<file path="src/rtl/memory_arbiter_pkg.sv">
// Shared definitions for the two-port memory arbiter: FSM encoding,
// default bus widths and port-index constants.
package memory_arbiter_pkg;

   localparam int ADDR_W_DEF = 6;
   localparam int DATA_W_DEF = 32;

   localparam logic PORT_I = 1'b0;
   localparam logic PORT_D = 1'b1;

   typedef enum logic [2:0] {
      IDLE   = 3'd0,
      ISSUE0 = 3'd1,
      WAIT0  = 3'd2,
      ISSUE1 = 3'd3,
      WAIT1  = 3'd4
   } arb_state_t;

   function automatic arb_state_t issue_state(input logic port);
      return (port == PORT_D) ? ISSUE1 : ISSUE0;
   endfunction

endpackage

</file>
<file path="src/rtl/memory_arbiter_arb_rr2.sv">
// Two-requester round-robin picker: on a collision the port that was not
// granted last wins; otherwise the single requester is chosen.
module memory_arbiter_arb_rr2
   import memory_arbiter_pkg::*;
(
   input  logic [1:0] i_req,
   input  logic       i_last,
   output logic       o_grant
);

   always_comb begin
      o_grant = PORT_I;
      if (i_req == 2'b11) begin
         o_grant = ~i_last;
      end else if (i_req[PORT_D]) begin
         o_grant = PORT_D;
      end
   end

endmodule

</file>
<file path="src/rtl/memory_arbiter.sv">
// Shares one main-memory port between the icache refill path (port 0) and the
// dcache refill/write-back path (port 1), serialising block transfers.
module memory_arbiter
   import memory_arbiter_pkg::*;
#(
   parameter int ADDR_W = ADDR_W_DEF,
   parameter int DATA_W = DATA_W_DEF
) (
   input  logic              CLK,
   input  logic              RESET,
   input  logic              P0_READ,
   input  logic              P0_WRITE,
   input  logic [ADDR_W-1:0] P0_ADDRESS,
   input  logic [DATA_W-1:0] P0_WRITEDATA,
   output logic [DATA_W-1:0] P0_READDATA,
   output logic              P0_BUSYWAIT,
   input  logic              P1_READ,
   input  logic              P1_WRITE,
   input  logic [ADDR_W-1:0] P1_ADDRESS,
   input  logic [DATA_W-1:0] P1_WRITEDATA,
   output logic [DATA_W-1:0] P1_READDATA,
   output logic              P1_BUSYWAIT,
   output logic              MEM_READ,
   output logic              MEM_WRITE,
   output logic [ADDR_W-1:0] MEM_ADDRESS,
   output logic [DATA_W-1:0] MEM_WRITEDATA,
   input  logic [DATA_W-1:0] MEM_READDATA,
   input  logic              MEM_BUSYWAIT
);

   arb_state_t        r_state;
   arb_state_t        w_state_nxt;
   logic              r_last;
   logic              w_last_nxt;
   logic [DATA_W-1:0] r_p0_rdata;
   logic [DATA_W-1:0] r_p1_rdata;

   logic w_p0_req;
   logic w_p1_req;
   logic w_grant;
   logic w_serve0;
   logic w_serve1;
   logic w_done0;
   logic w_done1;

   assign w_p0_req = P0_READ | P0_WRITE;
   assign w_p1_req = P1_READ | P1_WRITE;

   assign w_serve0 = (r_state == ISSUE0) || (r_state == WAIT0);
   assign w_serve1 = (r_state == ISSUE1) || (r_state == WAIT1);
   assign w_done0  = (r_state == WAIT0) && !MEM_BUSYWAIT;
   assign w_done1  = (r_state == WAIT1) && !MEM_BUSYWAIT;

   memory_arbiter_arb_rr2 u_arb_rr2 (
      .i_req   ({w_p1_req, w_p0_req}),
      .i_last  (r_last),
      .o_grant (w_grant)
   );

   // ISSUE lasts exactly one cycle regardless of MEM_BUSYWAIT, so memory
   // always sees the request before its busy flag is trusted.
   always_comb begin
      w_state_nxt = r_state;
      w_last_nxt  = r_last;
      case (r_state)
         IDLE: begin
            if (w_p0_req || w_p1_req) begin
               w_state_nxt = issue_state(w_grant);
            end
         end
         ISSUE0: w_state_nxt = WAIT0;
         WAIT0: begin
            if (!MEM_BUSYWAIT) begin
               w_state_nxt = IDLE;
               w_last_nxt  = PORT_I;
            end
         end
         ISSUE1: w_state_nxt = WAIT1;
         WAIT1: begin
            if (!MEM_BUSYWAIT) begin
               w_state_nxt = IDLE;
               w_last_nxt  = PORT_D;
            end
         end
         default: w_state_nxt = IDLE;
      endcase
   end

   always_ff @(posedge CLK) begin
      if (!RESET) begin
         r_state <= IDLE;
         r_last  <= PORT_I;
      end else begin
         r_state <= w_state_nxt;
         r_last  <= w_last_nxt;
      end
   end

   // Each port keeps the last word it was shown once its transfer ends.
   always_ff @(posedge CLK) begin
      if (!RESET) begin
         r_p0_rdata <= '0;
         r_p1_rdata <= '0;
      end else begin
         if (w_serve0) begin
            r_p0_rdata <= MEM_READDATA;
         end
         if (w_serve1) begin
            r_p1_rdata <= MEM_READDATA;
         end
      end
   end

   // A simultaneous read+write is forwarded as a write only.
   always_comb begin
      MEM_READ      = 1'b0;
      MEM_WRITE     = 1'b0;
      MEM_ADDRESS   = '0;
      MEM_WRITEDATA = '0;
      if (w_serve0) begin
         MEM_READ      = P0_READ & ~P0_WRITE;
         MEM_WRITE     = P0_WRITE;
         MEM_ADDRESS   = P0_ADDRESS;
         MEM_WRITEDATA = P0_WRITEDATA;
      end else if (w_serve1) begin
         MEM_READ      = P1_READ & ~P1_WRITE;
         MEM_WRITE     = P1_WRITE;
         MEM_ADDRESS   = P1_ADDRESS;
         MEM_WRITEDATA = P1_WRITEDATA;
      end
   end

   assign P0_BUSYWAIT = w_p0_req & ~w_done0;
   assign P1_BUSYWAIT = w_p1_req & ~w_done1;

   assign P0_READDATA = w_serve0 ? MEM_READDATA : r_p0_rdata;
   assign P1_READDATA = w_serve1 ? MEM_READDATA : r_p1_rdata;

endmodule

</file>
<file path="config.mk">
export PLATFORM = sky130hd
export DESIGN_NAME = memory_arbiter
export DESIGN_NICKNAME = d
export VERILOG_FILES = /design/src/rtl/memory_arbiter_pkg.sv /design/src/rtl/memory_arbiter_arb_rr2.sv /design/src/rtl/memory_arbiter.sv
export SDC_FILE = /design/constraint.sdc
export NUM_CORES = 1
export LEC_CHECK = 0
export ABC_AREA = 1
export CAP_MARGIN = 40
export CORE_UTILIZATION = 33
export CTS_CLUSTER_DIAMETER = 100
export CTS_CLUSTER_SIZE = 14
export DETAILED_ROUTE_END_ITERATION = 16
export GPL_TIMING_DRIVEN = 0
export PLACE_DENSITY = 0.76
export SLEW_MARGIN = 20
export SYNTH_ARGS = -nofsm -noshare
export SYNTH_HDL_FRONTEND = slang
export SYNTH_SLANG_ARGS = --single-unit
</file>
<file path="constraint.sdc">
create_clock -name CLK -period 1.5 [get_ports CLK]
set_clock_uncertainty 0.1 [all_clocks]
set_input_delay 0.3 -clock CLK [delete_from_list [all_inputs] [get_ports CLK]]
set_output_delay 0.3 -clock CLK [all_outputs]
set_load 0.005 [all_outputs]
</file>
# After elaboration in Yosys (flattened, before gate mapping)
# Cells that the tools add are included.
# Widths: inputs -> output; s select.
# word_totals
regBits	68
in_bits	115
out_inout_bits	106
word_cells	54
# op_classes
eq_ne	9
n_mux	19
bitwise	11
reduce_logical	11
# ops
operator	count
$mux 32	4
$mux 6	2
$pmux 3 s4	1
$mux 1	8
$ne 2x2->1 const B	4
$eq 3x2->1 const B	2
$mux 3	2
$not 1->1	5
$and 1x1->1	4
$eq 3x1->1 const B	1
$eq 3x3->1 const B	1
$logic_not 3->1	1
$logic_or 1x1->1	3
$reduce_and 3->1	1
$eq 2x2->1 const B	1
$logic_and 1x1->1	2
$mux 2	1
$or 1x1->1	2
$pmux 1 s2	1
$reduce_and 2->1	1
$reduce_bool 2->1	1
$reduce_or 2->1	1
$logic_not 1->1	1

# Depth between registers and ports, before layout
# Gate-level depths: netlist of the first run.
# logic_depth
word_depth	6
mapped_depth	8

# Modules after synthesis
# From an unflattened synthesis of the first run, not the netlist that was laid out.
# hier_totals
cells_unflattened	578
hier_area_um2	3846.2
# modules_own_cells
module	instances	cells_each	area_each_um2	seq_area_each_um2
memory_arbiter	1	576	3833.7	1361.3
memory_arbiter_arb_rr2	1	2	12.5	0.0

# Least setup slack after synthesis of the first run
# No wires, ideal clock.
# synth_path
path_kind	register -> output
from	register r_state[0]
to	output port P0_READDATA[21]
arrival_ps	1085
required_time_ps	1100
path_slack_ps	15
path_stages_with_launch	9
n_path_buf	2
cell_sequence	dfxtp_1 inv_2 nand3_2 nand2_2 buf_6 buf_6 nand2_2 o21ai_2 inv_1
# synth_via
elab_chain_len	3
elab_cells_between_ends	4
cone_classes	2 x eq/ne; 1 x mux; 1 x reduce/logical
# synth_lines
element	line	rtl
start, declared	memory_arbiter.sv:31	arb_state_t r_state;
start signal, assigned	memory_arbiter.sv:94	r_state <= w_state_nxt;
$eq 3x1->1 / $eq 3x2->1 (equally long branches)	memory_arbiter.sv:49	assign w_serve0 = (r_state == ISSUE0) || (r_state == WAIT0);
$logic_or 1x1->1 (*)	memory_arbiter.sv:49	
$mux 32 (*)	-	
end, declared	memory_arbiter.sv:15	output logic [DATA_W-1:0] P0_READDATA,
# Every way passes the cells marked *; elsewhere a longest branch is shown, timed or not.

# Final worst setup path of the first run
# layout_path
from	register r_state[1]
to	output port P1_READDATA[27]
# layout_via
elab_chain_len	3
elab_cells_between_ends	4
cone_classes	2 x eq/ne; 1 x mux; 1 x reduce/logical
# layout_lines
element	line	rtl
$eq 3x2->1 / $eq 3x3->1 (equally long branches)	memory_arbiter.sv:50	assign w_serve1 = (r_state == ISSUE1) || (r_state == WAIT1);
$logic_or 1x1->1 (*)	memory_arbiter.sv:50	
$mux 32 (*)	-	
end, declared	memory_arbiter.sv:21	output logic [DATA_W-1:0] P1_READDATA,
# Marks and branches as above.

==> flow_metrics.py, run 1 <==
metrics = {
    "synth": {
        "synth-async-reset-ratio": 0,
        "yosys_warnings": 0,
        "synth_fp_nets": 655,
        "synth.distinct_cells": 23,
        "synth_area_leaders": "dfxtp_1 39%, nand2_1 25%, inv_1 7.5%",
        "synth_top_area_frac": 0.389,
        "synth_seq_area_share": 0.389,
        "ys_ff_latch": 68,
        "syn_area_um2": 3500,
        "synth_edf_count": 0,
        "syn_avg_cell_area_um2": 6.48,
        "synth_top_area_cell": "dfxtp_1",
        "syn_inst": 540,
        "synth_top_flop_cell": "dfxtp_1",
    },
    "power": {
        "power_mw": 11.8,
        "switching_share": 0.378,
        "leakagePower_nw": 4.30,
        "vdd_drop_max_mv": 0.997,
        "intPower_mw": 7.36,
        "power_frac_comb": 0.658,
        "p_seq_frac": 0.205,
        "clkPwrFrac": 0.137,
        "p_per_area_nw_per_um2": 1420,
        "p_sw_mw": 4.47,
    },
    "cells_and_area": {
        "fin_cells": 1036,
        "fill_cells": 619,
        "area_delta_synth_final_pct": 138,
        "nNetsFinal": 1010,
        "final_cell_area_um2": 8340,
        "drive_gt1_frac": 0.582,
    },
    "setup_path": {
        "cpMaxStageDelayCell": "dfxtp_4",
        "cp-start-kind": "flip-flop",
        "worstRegToRegCells": 13,
        "crit_chain": "inv_4 > buf_12 > nand3_4 > nand2_4 > buf_8 > inv_8 > buf_8 > buf_6 > nand2_4 > nand2_1 > buf_2",
        "slowest_delay_ns": 0.39,
        "critical_path_arrival_ns": 1.79,
        "cp_top_family": "buffers and inverters",
        "path_depth": 11,
        "path_buf_inv": 7,
        "regToRegEndpoint": "r_p1_rdata[27]",
        "reg2reg_slack_ns": -0.41,
        "required_ns": 1.10,
        "crit_type": "reg -> out",
        "cp_max_fo": 6,
        "timing.rr.start": "r_state[1]",
        "critPathCaptureType": "output port",
        "crit_path_start": "r_state[1]",
        "critical_path.endpoint": "P1_READDATA[27]",
    },
    "timing": {
        "grt_setup_unrepaired": "yes",
        "slew_viol_final": 0,
        "finalHoldViolCount": 0,
        "min_period_over_period": 1.46,
        "worst_pin_slew_ns": 0.763,
        "fmax_mhz": 457,
        "finalSetupViolCount": 147,
        "finalCriticalPeriod_ns": 2.19,
        "setup_slack_ns": -0.687,
        "relSlewSlack": 0.491,
    },
    "status": {
        "violations": "setup timing",
        "status": "finished, violations left",
    },
    "drt": {
        "detail_route.wl_per_cell_um": 17.3,
        "drt_first_pass_iters": 4,
        "drc": 0,
        "via_per_inst": 4.82,
        "drt_first_iter_violations": 220,
        "via_count": 4998,
        "finalWirelength_um": 17900,
        "drtAntennaViolNets": 0,
    },
    "clock_network": {
        "cts_made_buffers": 9,
        "clockBufferDepth": 2,
        "htree_levels": 3,
        "cts_sinks": 68,
        "clkLatencyLatePin_ns": 0.34,
        "cts_tree": "done",
        "clkSlewWorstSetupHoldPaths_ns": 0.07,
        "cts_root_buffer": "clkbuf_8",
    },
    "placed_design": {
        "routabilityCongestion": 0.880,
        "numPlacedInstances": 896,
        "io_buffer_count": 220,
        "place_area_um2": 5870,
        "hpwl_um": 9150,
    },
    "die": {
        "pin_count": 221,
        "fp.dieW_um": 105,
        "initial_utilization": 0.339,
        "die-area_um2": 11000,
        "die_y_um": 105,
        "fp-row-count": 37,
        "coreArea_um2": 10300,
    },
    "run": {
        "maxCapViolCount": 0,
    },
    "global_routing": {
        "grt_pass1_vias": 5083,
        "grt_usage": 0.287,
        "grt_pass1_wl_um": 24700,
        "gr-total-overflow": 0,
        "antenna_found_initial": 1,
        "grt_max_degree": 11,
    },
    "worst_hold_path": {
        "hold_class": "reg -> reg",
    },
}
## metrics by stage
step / utilization / setup TNS [ns] / worst slack, ns / hold WS (ns)
6_report: 0.808 / -65.01 / -0.687 / 0.370
5_1_grt: 0.808 / -72.72 / -0.752 / 0.389
4_1_cts: 0.753 / -63.72 / -0.673 / 0.366
3_5_place_dp: 0.569 / -85.94 / -0.737 / 0.359
3_3_place_gp: 0.569 / -83.46 / -0.727 / 0.355
2_1_floorplan: - / 0 / 0.0155 / 0.298
## worst register-to-register path, stage by stage, from the launching register on
cell	delay [ns]
dfxtp_4	0.39
inv_4	0.06
buf_12	0.12
nand3_4	0.08
nand2_4	0.07
buf_8	0.14
inv_8	0.08
buf_8	0.14
buf_6	0.12
nand2_4	0.04
buf_4	0.12
buf_4	0.13
buf_4	0.13
a21oi_2	0.12
## per-layer routing
metal,vias to the layer above,wire length [µm],part of all wire,track usage
met2,221,9760,0.54,0.557
li1,2333,-,-,-
met4,0,683,0.038,0.134
met1,2388,6440,0.36,0.281
met3,56,1040,0.058,0.0736
met5,-,0,0,0
## synth_stat cells, types with 3 or more instances
cell type	number
buf_4	4
dfxtp_1	68
or2_2	3
inv_2	4
o21ai_0	14
nor2_2	18
inv_1	70
o21ai_2	20
nand3_1	5
buf_2	11
nand3_2	4
nor2_1	16
nand2_2	20
nand2_1	233
clkbuf_1	6
a21oi_1	34
## cell type report
cell class / count / area, µm² / share of cell area
antenna: 1 / 2.50 / 0.000300
buffer: 24 / 297 / 0.0356
clock buffer: 13 / 139 / 0.0167
clock inverter: 2 / 60.1 / 0.00720
inverter: 74 / 298 / 0.0357
multi-input combinational: 370 / 2730 / 0.327
sequential: 68 / 1370 / 0.165
tap: 136 / 170 / 0.0204
timing repair buffer: 348 / 3270 / 0.393
## power groups by stage
stage / clock network [mW] / registers [mW] / logic, mW
floorplan: 0 / 2.29 / 2.02
global placement: 0 / 2.30 / 4.45
detailed placement: 0 / 2.32 / 4.49
CTS: 1.61 / 2.38 / 6.78
global route: 1.72 / 2.45 / 8.18
finish: 1.62 / 2.43 / 7.78
## worst min-delay path by stage
| stage | startpoint | to | slack (ns) | depth (start not counted) |
|---|---|---|---|---|
| floorplan | RESET | r_state[1] | 0.30 | 2 |
| global placement | r_p1_rdata[16] | r_p1_rdata[16] | 0.36 | 2 |
| detailed placement | r_p1_rdata[27] | r_p1_rdata[27] | 0.36 | 2 |
| CTS | r_p1_rdata[26] | r_p1_rdata[26] | 0.37 | 2 |
| global route | r_p1_rdata[23] | r_p1_rdata[23] | 0.39 | 2 |
| finish | r_p1_rdata[24] | r_p1_rdata[24] | 0.37 | 2 |
## cell usage in the layout, fill, tap and decap left out, drive strengths merged
| master | instances |
|---|---|
| a21oi | 34 |
| buf | 244 |
| bufinv | 2 |
| clkbuf | 27 |
| clkdlybuf4s50 | 114 |
| dfxtp | 68 |
| diode | 1 |
| inv | 74 |
| nand2 | 253 |
| nand3 | 9 |
| nand4 | 2 |
| nor2 | 34 |
| o21a | 1 |
| o21ai | 34 |
| or2 | 3 |
## repair_timing
| action | 4_1_cts | 5_1_grt |
|---|---|---|
| gates resized for setup | 725 | 167 |
| hold buffers | 0 | 0 |
| pin swaps | 46 | 57 |
| gates cloned | 10 | 2 |
| endpoints found under the hold margin | 0 | 0 |
| setup buffers | 114 | 31 |
| setup endpoints to repair | 156 | 156 |
## state kept, by name (all words and copies together) (netlist names)
signal	cells
r_last	1
r_state	3
r_p1_rdata	32
r_p0_rdata	32
## kinds of logic after synthesis
kind of cell / Yosys count / synth area share
AO/OA/AOI/OAI: 69 / 0.121
AND/OR/NAND/NOR: 301 / 0.362
flip-flops: 68 / 0.389
buffers and inverters: 102 / 0.128
Note: power is estimated with default switching activity, not from simulation.
==> inputs of run 2 (changes only) <==
==> constraint.sdc (replaced) <==
create_clock -name CLK -period 1.5 [get_ports CLK]
set_clock_uncertainty 0.1 [all_clocks]
set_input_delay 0.3 -clock CLK [delete_from_list [all_inputs] [get_ports CLK]]
set_output_delay 0.3 -clock CLK [all_outputs]
set_load 0.1 [all_outputs]
==> run 2 against run 1 <==
Against the previous run:
- the flow now stops in 4_1_cts
- synthesized cell count stayed put
- area after synthesis stayed put
==> flow_metrics.py, run 2 <==
metrics = {
    "status": {
        "status": "did not finish",
        "lastStage": "4_1_cts",
        "tool.error": "[ERROR DPL-0038] Utilization greater than 100%, impossible to legalize",
    },
    "synth": {
        "synth.distinct_cells": 23,
        "syn_area_um2": 3500,
        "synth_area_leaders": "dfxtp_1 39%, nand2_1 25%, inv_1 7.5%",
        "synth_seq_area_share": 0.389,
        "synth_top_flop_cell": "dfxtp_1",
        "synth-async-reset-ratio": 0,
        "yosys-top-cells-count": "233 x nand2_1, 70 x inv_1, 68 x dfxtp_1",
        "syn_inst": 540,
        "synth_edf_count": 0,
        "yosysMostFrequentCell": "nand2_1",
        "ys_ff_latch": 68,
        "synth_fp_nets": 655,
        "synth_top_area_cell": "dfxtp_1",
        "synth_top_area_frac": 0.389,
        "syn_avg_cell_area_um2": 6.48,
        "yosys_warnings": 0,
    },
    "die": {
        "fp.dieW_um": 105,
        "fp-row-count": 37,
        "initial_utilization": 0.339,
        "die_y_um": 105,
        "pin_count": 221,
    },
    "clock_network": {
        "htree_levels": 3,
        "clockBufferDepth": 2,
        "cts_sinks": 68,
        "cts_hold_buffers": 0,
        "cts_root_buffer": "clkbuf_8",
        "cts_made_buffers": 9,
        "ctsResizeCount": 402,
        "post_cts_buffers": 48,
    },
    "placed_design": {
        "io_buffer_count": 220,
        "hpwl_um": 14800,
        "routabilityCongestion": 0.851,
    },
}
-- run 2: cell counts after synthesis --
No cell type changed its count.
-- run 2: logic make-up after synthesis --
family          share of synthesized area
compound gates                      0.121
buf+inv                             0.128
flops                               0.389
simple gates                        0.362
-- run 2: stage by stage --
| step | setup TNS, ns | setup WS [ns] | cell area (µm²) | std cells | util |
|---|---|---|---|---|---|
| 2_1_floorplan | -16.10 | -0.364 | 5230 | 540 | - |
| 3_3_place_gp | -145.50 | -1.41 | 7600 | 896 | 0.736 |
| 3_5_place_dp | -110.65 | -1.07 | 9420 | 1002 | 0.912 |
==> inputs of run 3 (changes only) <==
- CORE_UTILIZATION: 33 -> 30
- CTS_CLUSTER_DIAMETER: 100 -> unset
- CTS_CLUSTER_SIZE: 14 -> unset
- PLACE_DENSITY: 0.76 -> unset
- PLACE_DENSITY_LB_ADDON: unset -> 0.15
- clock period: 1.5 -> 2 ns (I/O delays scaled with it)
==> run 3 against run 2 <==
Against the previous run:
- the flow now finishes, with violations (setup timing)
==> flow_metrics.py, run 3 (synthesis results as in run 1) <==
metrics = {
    "setup_path": {
        "required_ns": 1.50,
        "cp-start-kind": "flip-flop",
        "cp_max_fo": 8,
        "critical_path_arrival_ns": 1.96,
        "critPathCaptureType": "output port",
        "crit_type": "reg -> out",
    },
    "timing": {
        "finalSetupViolCount": 106,
        "finalHoldViolCount": 0,
        "slew_viol_final": 0,
        "worst_pin_slew_ns": 0.661,
        "fmax_mhz": 406,
        "finalCriticalPeriod_ns": 2.46,
        "grt_setup_unrepaired": "yes",
        "min_period_over_period": 1.23,
        "setup_slack_ns": -0.464,
        "relSlewSlack": 0.560,
    },
    "global_routing": {
        "gr-total-overflow": 0,
        "grt_pass1_vias": 5286,
        "antenna_found_initial": 0,
        "grt_usage": 0.313,
        "grt_pass1_wl_um": 28100,
        "grt_max_degree": 13,
    },
    "power": {
        "p_per_area_nw_per_um2": 1640,
        "power_mw": 17.9,
        "leakagePower_nw": 5.03,
        "vdd_drop_max_mv": 1.56,
    },
    "cells_and_area": {
        "drive_gt1_frac": 0.652,
        "reg_top3": "r_p0_rdata x32, r_p1_rdata x32, r_state x3",
        "nNetsFinal": 978,
        "area_delta_synth_final_pct": 212,
        "mostFrequentLayoutCells": "189 x nand2_4, 114 x buf_12, 114 x clkdlybuf4s50_1",
        "final_common_cell": "nand2_4",
        "antenna_cells": 0,
        "regArea_um2": 1370,
        "final_cell_area_um2": 10900,
        "multi_input_area_um2": 3690,
        "utilization": 0.956,
        "fill_cells": 239,
        "fin_cells": 1011,
    },
    "run": {
        "maxCapViolCount": 0,
    },
    "placed_design": {
        "io_buffer_count": 220,
        "place_area_um2": 7920,
        "routabilityCongestion": 0.795,
        "numPlacedInstances": 1009,
        "hpwl_um": 11300,
    },
    "clock_network": {
        "cts_made_buffers": 9,
        "clkSlewWorstSetupHoldPaths_ns": 0.06,
        "clockBufferDepth": 2,
        "htree_levels": 3,
        "cts_root_buffer": "clkbuf_16",
        "cts_tree": "done",
        "cts_sinks": 68,
        "clkLatencyLatePin_ns": 0.33,
    },
    "drt": {
        "finalWirelength_um": 25000,
        "via_per_inst": 5.27,
        "via_count": 5327,
        "detail_route.wl_per_cell_um": 24.7,
        "drt_first_iter_violations": 380,
        "drc": 0,
        "drtAntennaViolNets": 0,
        "drt_first_pass_iters": 5,
    },
    "status": {
        "status": "finished, violations left",
        "violations": "setup timing",
    },
    "worst_hold_path": {
        "hold_class": "reg -> reg",
    },
    "die": {
        "die_y_um": 110,
        "fp-row-count": 39,
        "pin_count": 221,
        "initial_utilization": 0.307,
        "die-area_um2": 12100,
        "coreArea_um2": 11400,
        "fp.dieW_um": 110,
    },
}
[run 3: where the power goes]
group | internal [mW] | switching (mW)
sequential | 1.62 | 0.265
combinational | 5.59 | 8.66
clock | 1.12 | 0.645
total | 8.33 | 9.57
[run 3: routing by layer]
layer | part of all wire | track usage
met2 | 0.52 | 0.569
met5 | 0 | 0.0179
met4 | 0.064 | 0.180
met3 | 0.078 | 0.116
met1 | 0.34 | 0.301
[run 3: repair_timing]
action,4_1_cts,5_1_grt
cloned,15,3
hold endpoints to repair,0,0
gates resized for setup,412,245
setup buffers,53,33
hold buffers,0,0
pin swaps,70,59
endpoints found under the setup margin,106,116
[run 3: layout make-up]
type                    count  area share
well taps                 143      0.0164
clock inverters             6     0.00802
inverters                  74      0.0349
plain buffers              24      0.0327
flip-flops and latches     68       0.126
multi-input cells         371       0.339
clock buffers              10      0.0219
repair buffers            315       0.422
[run 3: critical path, cell delays in order, from the launching register on]
cell and delay, ns:
dfxtp_4 0.38, inv_6 0.08, nand3_4 0.11, nand2_8 0.12, buf_6 0.13, buf_12 0.16
buf_8 0.14, nand2_2 0.14, nand2_4 0.16, buf_12 0.18
[run 3: path summary, 6_finish.rpt]
path / start / endpoint / slack (ns) / cells after the start
worst max register to register: r_state[1] / r_p1_rdata[31] / 0.19 / 11
worst min-delay path: r_p1_rdata[25] / r_p1_rdata[25] / 0.41 / 2
worst min register to register: r_p1_rdata[25] / r_p1_rdata[25] / 0.41 / 2
worst max-delay path: r_state[1] / MEM_WRITEDATA[11] / -0.46 / 9
[run 3: stage by stage]
stage	hold slack, ns	setup WS, ns	TNS [ns]
floorplan	0.346	-0.00534	-0.00534
global placement	0.358	-0.976	-99.65
detailed placement	0.373	-0.637	-59.17
CTS	0.389	-0.389	-32.21
global route	0.427	-0.474	-37.53
finish	0.410	-0.464	-33.77
==> inputs of run 4 (changes only) <==
- CELL_PAD_IN_SITES_DETAIL_PLACEMENT: unset -> 1
- CELL_PAD_IN_SITES_GLOBAL_PLACEMENT: unset -> 1
- CORE_UTILIZATION: 30 -> 24
==> run 4 against run 3 <==
Against the previous run:
- the run now fails in 5_1_grt
- synthesized cell count is the same
- area after synthesis did not move
==> flow_metrics.py, run 4 <==
metrics = {
    "status": {
        "status": "did not finish",
        "lastStage": "5_1_grt",
        "tool.error": "[ERROR GRT-0232] Routing congestion too high. Check the congestion heatmap in the GUI.",
    },
    "timing": {
        "grt_worst_setup_endpoint": "MEM_WRITEDATA[7]",
        "worst-ep-kind": "primary output",
    },
    "synth": {
        "syn_avg_cell_area_um2": 6.48,
        "synth_top_area_cell": "dfxtp_1",
        "syn_inst": 540,
        "synth-async-reset-ratio": 0,
        "syn_area_um2": 3500,
        "yosysMostFrequentCell": "nand2_1",
        "yosys_warnings": 0,
        "yosys-top-cells-count": "233 x nand2_1, 70 x inv_1, 68 x dfxtp_1",
        "synth_edf_count": 0,
        "synth.distinct_cells": 23,
        "synth_fp_nets": 655,
        "synth_seq_area_share": 0.389,
        "ys_ff_latch": 68,
        "synth_area_leaders": "dfxtp_1 39%, nand2_1 25%, inv_1 7.5%",
        "synth_top_area_frac": 0.389,
        "synth_top_flop_cell": "dfxtp_1",
    },
    "die": {
        "die_y_um": 123,
        "initial_utilization": 0.249,
        "fp.dieW_um": 123,
        "fp-row-count": 43,
        "pin_count": 221,
    },
    "clock_network": {
        "htree_levels": 3,
        "cts_sinks": 68,
        "cts_root_buffer": "clkbuf_16",
        "cts_made_buffers": 9,
        "clockBufferDepth": 2,
    },
    "global_routing": {
        "antenna_found_initial": 4,
        "grt_max_degree": 13,
        "gr-total-overflow": 188,
        "grt_usage": 0.806,
    },
    "placed_design": {
        "routabilityCongestion": 0.749,
        "io_buffer_count": 220,
        "hpwl_um": 14100,
    },
}
==> run 4: cell counts after synthesis <==
No cell type changed its count.
==> run 4: cells by family after synthesis <==
group,synth area share
AO/OA/AOI/OAI,0.121
AND/OR/NAND/NOR,0.362
flip-flops,0.389
buffers and inverters,0.128
==> run 4: routing by layer <==
layer / global-route usage / overflow
met5: 0.174 / 0
met4: 0.876 / 58
met3: 0.680 / 2
met2: 0.983 / 128
met1: 0.764 / 0
==> run 4: what timing repair did <==
item                                    CTS
pin swaps                                78
cloned                                   17
gates resized for setup                 501
hold buffers                              0
endpoints found under the setup margin  106
setup buffers                            47
==> run 4: through the flow <==
step | cells | hold slack, ns | worst slack [ns] | area (µm²)
after detailed placement | 1046 | 0.368 | -0.768 | 8020
after CTS | 1020 | 0.378 | -0.396 | 10200
after floorplan | 540 | 0.346 | -0.00534 | 3770
after global placement | 940 | 0.359 | -1.01 | 6200
